==> config.mk <==
export PLATFORM = sky130hd
export DESIGN_NAME = id_exe_pipe_reg
export DESIGN_NICKNAME = d
export VERILOG_FILES = /design/src/rtl/id_exe_pipe_reg.sv
export SDC_FILE = /design/constraint.sdc
export NUM_CORES = 1
export LEC_CHECK = 0
export CAP_MARGIN = 20
export CORE_MARGIN = 5
export CORE_UTILIZATION = 25
export CTS_CLUSTER_DIAMETER = 200
export CTS_CLUSTER_SIZE = 12
export DETAILED_ROUTE_END_ITERATION = 6
export DONT_BUFFER_PORTS = 1
export PLACE_DENSITY = 0.39
export SYNTH_ARGS = -nofsm -noshare
export SYNTH_HDL_FRONTEND = slang
export SYNTH_SLANG_ARGS = --single-unit
==> constraint.sdc <==
create_clock -name clk -period 2.65 [get_ports clk]
set_input_delay 0.53 -clock clk [delete_from_list [all_inputs] [get_ports clk]]
set_output_delay 0.53 -clock clk [all_outputs]
set_load 0.01 [all_outputs]
==> src/rtl/id_exe_pipe_reg.sv <==
// ID/EXE pipeline register with stall/flush control, load-use hazard detection
// and saturating stall/bubble counters for performance debug.
module id_exe_pipe_reg #(
   parameter int DSIZE  = 16,
   parameter int ISIZE  = 16,
   parameter int ASIZE  = 3,
   parameter int OPSIZE = 3,
   parameter int CNTW   = 16
) (
   input  logic              clk,
   input  logic              rst,
   input  logic              stall_in,
   input  logic              flush_in,
   input  logic              valid_in,
   input  logic              wen_in,
   input  logic              branch_in,
   input  logic              mem_to_reg_in,
   input  logic              mem_write_in,
   input  logic              mem_read_in,
   input  logic [ISIZE-1:0]  nPC_in,
   input  logic [DSIZE-1:0]  imm_extended_in,
   input  logic [DSIZE-1:0]  rdata1_in,
   input  logic [DSIZE-1:0]  rdata2_imm_sel_in,
   input  logic [DSIZE-1:0]  rdata2_in,
   input  logic [OPSIZE-1:0] opcode_in,
   input  logic [ASIZE-1:0]  waddr_in,
   input  logic [ASIZE-1:0]  rs1_in,
   input  logic [ASIZE-1:0]  rs2_in,
   input  logic              rs2_used_in,
   output logic              valid_out,
   output logic              wen_out,
   output logic              branch_out,
   output logic              mem_to_reg_out,
   output logic              mem_write_out,
   output logic              mem_read_out,
   output logic [ISIZE-1:0]  nPC_out,
   output logic [DSIZE-1:0]  imm_extended_out,
   output logic [DSIZE-1:0]  alu_in1,
   output logic [DSIZE-1:0]  alu_in2,
   output logic [DSIZE-1:0]  rdata2_out,
   output logic [OPSIZE-1:0] opcode_out,
   output logic [ASIZE-1:0]  waddr_out,
   output logic              hazard_stall,
   output logic [CNTW-1:0]   stall_cnt,
   output logic [CNTW-1:0]   bubble_cnt
);

   // Control bits packed as {wen, branch, mem_to_reg, mem_write, mem_read}
   logic              valid_q, valid_d;
   logic [4:0]        ctl_q, ctl_d;
   logic [ISIZE-1:0]  npc_q, npc_d;
   logic [DSIZE-1:0]  imm_q, imm_d;
   logic [DSIZE-1:0]  alu1_q, alu1_d;
   logic [DSIZE-1:0]  alu2_q, alu2_d;
   logic [DSIZE-1:0]  rdata2_q, rdata2_d;
   logic [OPSIZE-1:0] opcode_q, opcode_d;
   logic [ASIZE-1:0]  waddr_q, waddr_d;
   logic [CNTW-1:0]   stall_cnt_q, stall_cnt_d;
   logic [CNTW-1:0]   bubble_cnt_q, bubble_cnt_d;
   logic              load_use;

   function automatic logic [CNTW-1:0] sat_inc(input logic [CNTW-1:0] v);
      return (&v) ? v : v + {{(CNTW-1){1'b0}}, 1'b1};
   endfunction

   // EXE holds a real load writing a non-zero register that ID reads
   always_comb begin
      load_use = valid_q & ctl_q[0] & ctl_q[4] & (waddr_q != '0) & valid_in &
                 ((waddr_q == rs1_in) | (rs2_used_in & (waddr_q == rs2_in)));
   end

   assign hazard_stall = load_use & ~stall_in & ~rst;

   always_comb begin
      valid_d      = valid_q;
      ctl_d        = ctl_q;
      npc_d        = npc_q;
      imm_d        = imm_q;
      alu1_d       = alu1_q;
      alu2_d       = alu2_q;
      rdata2_d     = rdata2_q;
      opcode_d     = opcode_q;
      waddr_d      = waddr_q;
      stall_cnt_d  = stall_cnt_q;
      bubble_cnt_d = bubble_cnt_q;
      if (stall_in) begin
         stall_cnt_d = sat_inc(stall_cnt_q);
      end else if (flush_in || hazard_stall) begin
         // Bubble: squash valid/control, data fields are don't-care and hold
         valid_d      = 1'b0;
         ctl_d        = '0;
         bubble_cnt_d = sat_inc(bubble_cnt_q);
      end else begin
         valid_d  = valid_in;
         ctl_d    = {wen_in, branch_in, mem_to_reg_in, mem_write_in, mem_read_in} & {5{valid_in}};
         npc_d    = nPC_in;
         imm_d    = imm_extended_in;
         alu1_d   = rdata1_in;
         alu2_d   = rdata2_imm_sel_in;
         rdata2_d = rdata2_in;
         opcode_d = opcode_in;
         waddr_d  = waddr_in;
      end
   end

   always_ff @(posedge clk) begin
      if (rst) begin
         valid_q      <= 1'b0;
         ctl_q        <= '0;
         npc_q        <= '0;
         imm_q        <= '0;
         alu1_q       <= '0;
         alu2_q       <= '0;
         rdata2_q     <= '0;
         opcode_q     <= '0;
         waddr_q      <= '0;
         stall_cnt_q  <= '0;
         bubble_cnt_q <= '0;
      end else begin
         valid_q      <= valid_d;
         ctl_q        <= ctl_d;
         npc_q        <= npc_d;
         imm_q        <= imm_d;
         alu1_q       <= alu1_d;
         alu2_q       <= alu2_d;
         rdata2_q     <= rdata2_d;
         opcode_q     <= opcode_d;
         waddr_q      <= waddr_d;
         stall_cnt_q  <= stall_cnt_d;
         bubble_cnt_q <= bubble_cnt_d;
      end
   end

   assign valid_out        = valid_q;
   assign wen_out          = ctl_q[4];
   assign branch_out       = ctl_q[3];
   assign mem_to_reg_out   = ctl_q[2];
   assign mem_write_out    = ctl_q[1];
   assign mem_read_out     = ctl_q[0];
   assign nPC_out          = npc_q;
   assign imm_extended_out = imm_q;
   assign alu_in1          = alu1_q;
   assign alu_in2          = alu2_q;
   assign rdata2_out       = rdata2_q;
   assign opcode_out       = opcode_q;
   assign waddr_out        = waddr_q;
   assign stall_cnt        = stall_cnt_q;
   assign bubble_cnt       = bubble_cnt_q;

endmodule

=== After elaboration in Yosys (flattened, before gate mapping) ===
Index checks and enable logic that the tools add are counted.

* Bits in registers: 124
* Bits of input ports: 103
* Output and inout bits: 125

* Add/subtract/negate cells: 2
* Equal/unequal tests: 2
* Muxes and demuxes: 2
* Bitwise gates (word level): 15
* Reduce and logical (&&, ||, !) cells: 7

{| class="wikitable"
|+ Operator list
! operator !! number
|-
| adder 16 x 1 -> 16 bit (second input constant) || 2
|-
| AND reduction 16 bit || 2
|-
| AND 1 bit || 8
|-
| == test 3 bit || 2
|-
| AND 5 bit || 1
|-
| two-way mux 5 bit || 1
|-
| inverter 1 bit || 5
|-
| AND reduction 2 bit || 2
|-
| AND reduction 3 bit || 1
|-
| nonzero test 3 bit || 1
|-
| logical OR 1 bit || 1
|-
| two-way mux 1 bit || 1
|-
| bitwise OR 1 bit || 1
|}

=== Depth between registers and ports, before layout ===
* Depth after elaboration: 10
* Depth in mapped cells: 10
* Depth with buffers taken out: 7

=== Least setup slack after synthesis ===
Ideal clock, no wire load.

* Path kind: in2reg
* From: in stall_in
* To: reg bubble_cnt_q[6], in the netlist bubble_cnt[6]
* Library setup time: 0.121 ns
* Arrival: 2.211 ns
* Slack: 0.318 ns
* Stages on the path: 7
* Cell sequence: buf_6 -> nor3b_4 -> nand4_2 -> a211oi_4 -> o21ai_4 -> nor4_1 -> mux2_2

* Longest elaborated chain between the ends: 5

{| class="wikitable"
|+ Ends and longest elaborated chain
! element !! RTL line !! text
|-
| from (decl) || 12 || <nowiki>input logic stall_in,</nowiki>
|-
| inverter 1 bit (no source line) || -- ||
|-
| AND 1 bit (2 in a row) || 72 || <nowiki>assign hazard_stall = load_use & ~stall_in & ~rst;</nowiki>
|-
| via hazard_stall || 43 || <nowiki>output logic hazard_stall,</nowiki>
|-
| logical OR 1 bit || 88 || <nowiki>end else if (flush_in || hazard_stall) begin</nowiki>
|-
| AND reduction 3 bit (no source line) || -- ||
|-
| to (signal assigned) || 130 || <nowiki>bubble_cnt_q <= bubble_cnt_d;</nowiki>
|-
| to (decl) || 59 || <nowiki>logic [CNTW-1:0] bubble_cnt_q, bubble_cnt_d;</nowiki>
|}

The timed path passes the listed nets, and every way through them passes these cells.
A chain may end at the register's enable or synchronous reset.

=== Worst setup path in the final report ===
* From: reg waddr_q[0], in the netlist waddr_out[0]
* To: out hazard_stall

* Longest elaborated chain between the ends: 6
* Elaborated cells on any way between the ends: 10
* Those cells by class: eq/ne: 2; bitwise: 7; reduce/logical: 1

{| class="wikitable"
|+ Ends and longest elaborated chain
! element !! RTL line !! text
|-
| from (decl) || 57 || <nowiki>logic [ASIZE-1:0] waddr_q, waddr_d;</nowiki>
|-
| from (signal assigned) || 128 || <nowiki>waddr_q <= waddr_d;</nowiki>
|-
| == test 3 bit / nonzero test 3 bit (equally long branches) || 69, 68 ||
|-
| AND 1 bit (on tied branches) || 69, 68 ||
|-
| bitwise OR 1 bit / AND 1 bit (equally long branches) || 69, 68 ||
|-
| AND 1 bit * || 68 || <nowiki>load_use = valid_q & ctl_q[0] & ctl_q[4] & (waddr_q != '0) & valid_in &</nowiki>
|-
| AND 1 bit * (2 in a row) || 72 ||
|-
| to (decl) || 43 ||
|}

Mark *: on every way between the ends. The rest lies on a longest branch, timed or not.

==> key figures <==
Pwr
  • Peak VDD IR: 0.000349 V
  • Leakage: 0.00189 uW
  • PD cells: 803 nW/um2

Drt
  • DRT Pass-1 Iters: 4
  • DR WL/cell: 16.1 um
  • Detailed Route WL: 13800 um
  • DRT antenna net count: 0
  • DRT iter0 DRCs: 139
  • Vias post-DR: 3983
  • Vias per inst: 4.65
  • DRC violations left: 0

STA
  • Period minus WS final: 2.49 ns
  • Worst Tran Pin Value: 0.542 ns
  • Fmax achieved: 401 MHz
  • Final setup violation count: 0
  • RSZ-0062 raised after global routing: no
  • Post-Route Skew: 0.00840 ns
  • Setup TNS: 0 ns
  • Slew headroom: 63.9%
  • Final Max Slew Viols: 0
  • Final hold vios: 0
  • Period utilization: 94.0%

Floorplanning
  • Core footprint: 18900 um2
  • IO Pins: 228
  • Die extent in x: 149 um
  • Core Rows: 50
  • Initial Util: 25.6%
  • Die H: 149 um
  • Die area: 22200 um2

Synthesis
  • Yosys top cell by area: dfxtp_1
  • Cell variety after synth: 34
  • Most used DFF post-synth: dfxtp_1
  • Syn avg cell area: 8.19 um2
  • Cell area after synthesis: 4840 um2
  • Cells after Synth: 591
  • Top-count cell post-synth: nand2_1
  • Async SR Flop Fraction: 0%
  • Share of the synthesized area in the top cell type: 51.3%
  • Post-synth top cells: nand2_1, dfxtp_1, a21oi_1
  • Post-synthesis sequential area ratio: 51.3%
  • Syn. warnings: 0
  • Post-synthesis net count: 696
  • Synth Register Bits: 124
  • Number of synthesized flops with an enable pin: 0
  • Synth top area cells: dfxtp_1, nand2_1, a21oi_1

Global route
  • Number of global-route vias before repair: 3926
  • First-pass GRT wire length: 20800 um
  • Antenna violations before repair: 0
  • Pin count of the biggest net entering global routing: 127
  • Tot GR Track Use: 12.0%
  • Overflow after GRT: 0

Setup path
  • Worst setup EP type: output pin
  • CP max stage delay: 0.50 ns
  • FF-to-FF End: alu_in1[1]
  • Cell Chain, Critical Path: xnor2_1 -> nand4_1 -> a211oi_4 -> buf_4
  • Worst-case reg-to-reg path depth: 7
  • Arrival @ worst endpoint: 1.96 ns
  • Data required, critical path: 2.12 ns
  • Crit Path Class: reg -> out
  • CP max FO: 7
  • Worst R2R Setup Slack: 0.39 ns
  • Slowest-stage cell, CP: dfxtp_1
  • Buf/Inv on CP: 1
  • Crit path max-delay family: flip-flops
  • Worst R2R Start: waddr_out[0]
  • Startpoint class of the critical path: flop

CTS
  • Clk pin slew, worst setup/hold paths: 0.06 ns
  • Root Buffer: clkbuf_16
  • Setup repair bufs after CTS: 0
  • Clock sink count: 124
  • TritonCTS clock tree: yes
  • Max Root-Sink Buffers: 2
  • CTS resizes: 0
  • Worst skew pair latency: 0.41 ns
  • Hold-fix buffers, CTS: 0
  • Htree depth: 4
  • Clock buffer count from CTS: 17

Layout
  • N_diodes: 0
  • Reg area: 2480 um2
  • Area delta synth->final: 16.4%
  • Layout cells sized above 1: 8.38%
  • Final Util: 29.8%
  • Multi-input logic area: 2130 um2
  • Filler cell count: 2037
  • Nets: 689

Flow run
  • Max cap viols: 0

Place
  • RD Place Congestion: 0.708
  • Post-DP HPWL: 9760 um
  • I/O Buffers: 0

Run status
  • Outcome: complete, no violations

Hold path
  • Hold path depth: 1
  • Min-delay src: rst
  • Worst hold path type: in -> reg
  • Hold Path End: stall_cnt[11]
where the power goes:
part	total [uW]	internal, uW	switching, uW
clock network	2330	1470	861
logic	168	66.5	102
registers	2020	1930	86.0
worst reg2reg max path, stage by stage, from the launching register on:
cell	delay [ns]
dfxtp_1	0.50
xnor2_1	0.16
nand4_1	0.17
a211oi_4	0.50
or3_2	0.26
buf_4	0.35
nand2_1	0.11
a21oi_1	0.16
sequential cells by signal, summed over array words and instances (netlist names):
name / flops
alu_in1: 16
alu_in2: 16
bubble_cnt: 16
imm_extended_out: 16
nPC_out: 16
rdata2_out: 16
stall_cnt: 16
ctl_q: 5
opcode_out: 3
waddr_out: 3
valid_out: 1
kinds of logic (layout without fill, tap and decap cells):
| logic type | after synthesis | after routing | share of synthesized area, % |
|---|---|---|---|
| mux | 7 | 7 | 1.58 |
| xor+xnor | 18 | 18 | 3.26 |
| compound gates | 124 | 124 | 14.4 |
| buf+inv | 42 | 48 | 4.73 |
| fa+ha+maj | 2 | 2 | 0.517 |
| flops | 124 | 124 | 51.3 |
| simple gates | 274 | 274 | 24.2 |
placed cells by master (no fill, tap or decap), types with 2 or more instances in the layout:
cell type,synthesis,routed
o21ai_0,10,10
bufinv_16,0,3
clkbuf_16,0,17
nor2b_1,4,4
a21oi_1,99,99
clkinv_2,0,5
nand2_1,183,183
clkinv_4,0,2
nand4_1,8,8
mux2_2,5,5
nor3_1,13,12
clkbuf_1,18,3
buf_4,0,8
ha_1,2,2
inv_1,7,7
nor2_1,32,32
mux2i_1,2,2
xor2_1,4,4
or4_1,4,4
nor4_1,2,2
o31ai_1,3,3
dfxtp_1,124,124
or3_1,9,8
nand3_1,14,14
clkinvlp_4,0,2
a32o_1,5,5
xnor2_1,14,14
and4_1,2,2
layer usage:
metal	track usage, %	wire length [um]
met1	12.9	5470
met2	19.6	6390
met3	6.90	1680
met4	4.12	240
met5	0	0
per-stage QoR:
stage	instances	worst slack (ns)	hold slack, ns	power [uW]	cell area [um2]
6_report	857	0.159	0.193	4520	5630
5_1_grt	857	0.00787	0.166	4700	5630
4_1_cts	857	0.0958	0.170	4600	5630
3_5_place_dp	825	0.327	0.493	2240	5050
3_3_place_gp	825	0.362	0.487	2230	5050
2_1_floorplan	591	0.318	0.481	2220	4840
layout make-up:
| type | instances | share of cell area [%] |
|---|---|---|
| Tap cell | 260 | 5.78 |
| Clock inverter | 12 | 2.62 |
| Timing Repair Buffer | 9 | 1.42 |
| Clock buffer | 20 | 7.75 |
| Inverter | 7 | 0.467 |
| Sequential cell | 124 | 44.1 |
| Multi-Input combinational cell | 425 | 37.9 |
how the worst max path moves through the flow:
stage	start	to	slack, ns	cells past startpoint
3_3_place_gp	rs2_in[2]	bubble_cnt[6]	0.36	6
6_report	waddr_out[0]	hazard_stall	0.16	4
5_1_grt	waddr_out[0]	hazard_stall	0.008	4
2_1_floorplan	stall_in	bubble_cnt[6]	0.32	7
4_1_cts	waddr_out[0]	hazard_stall	0.1	4
3_5_place_dp	rs2_in[1]	alu_in1[1]	0.33	7
(Power assumes the default switching activity.)
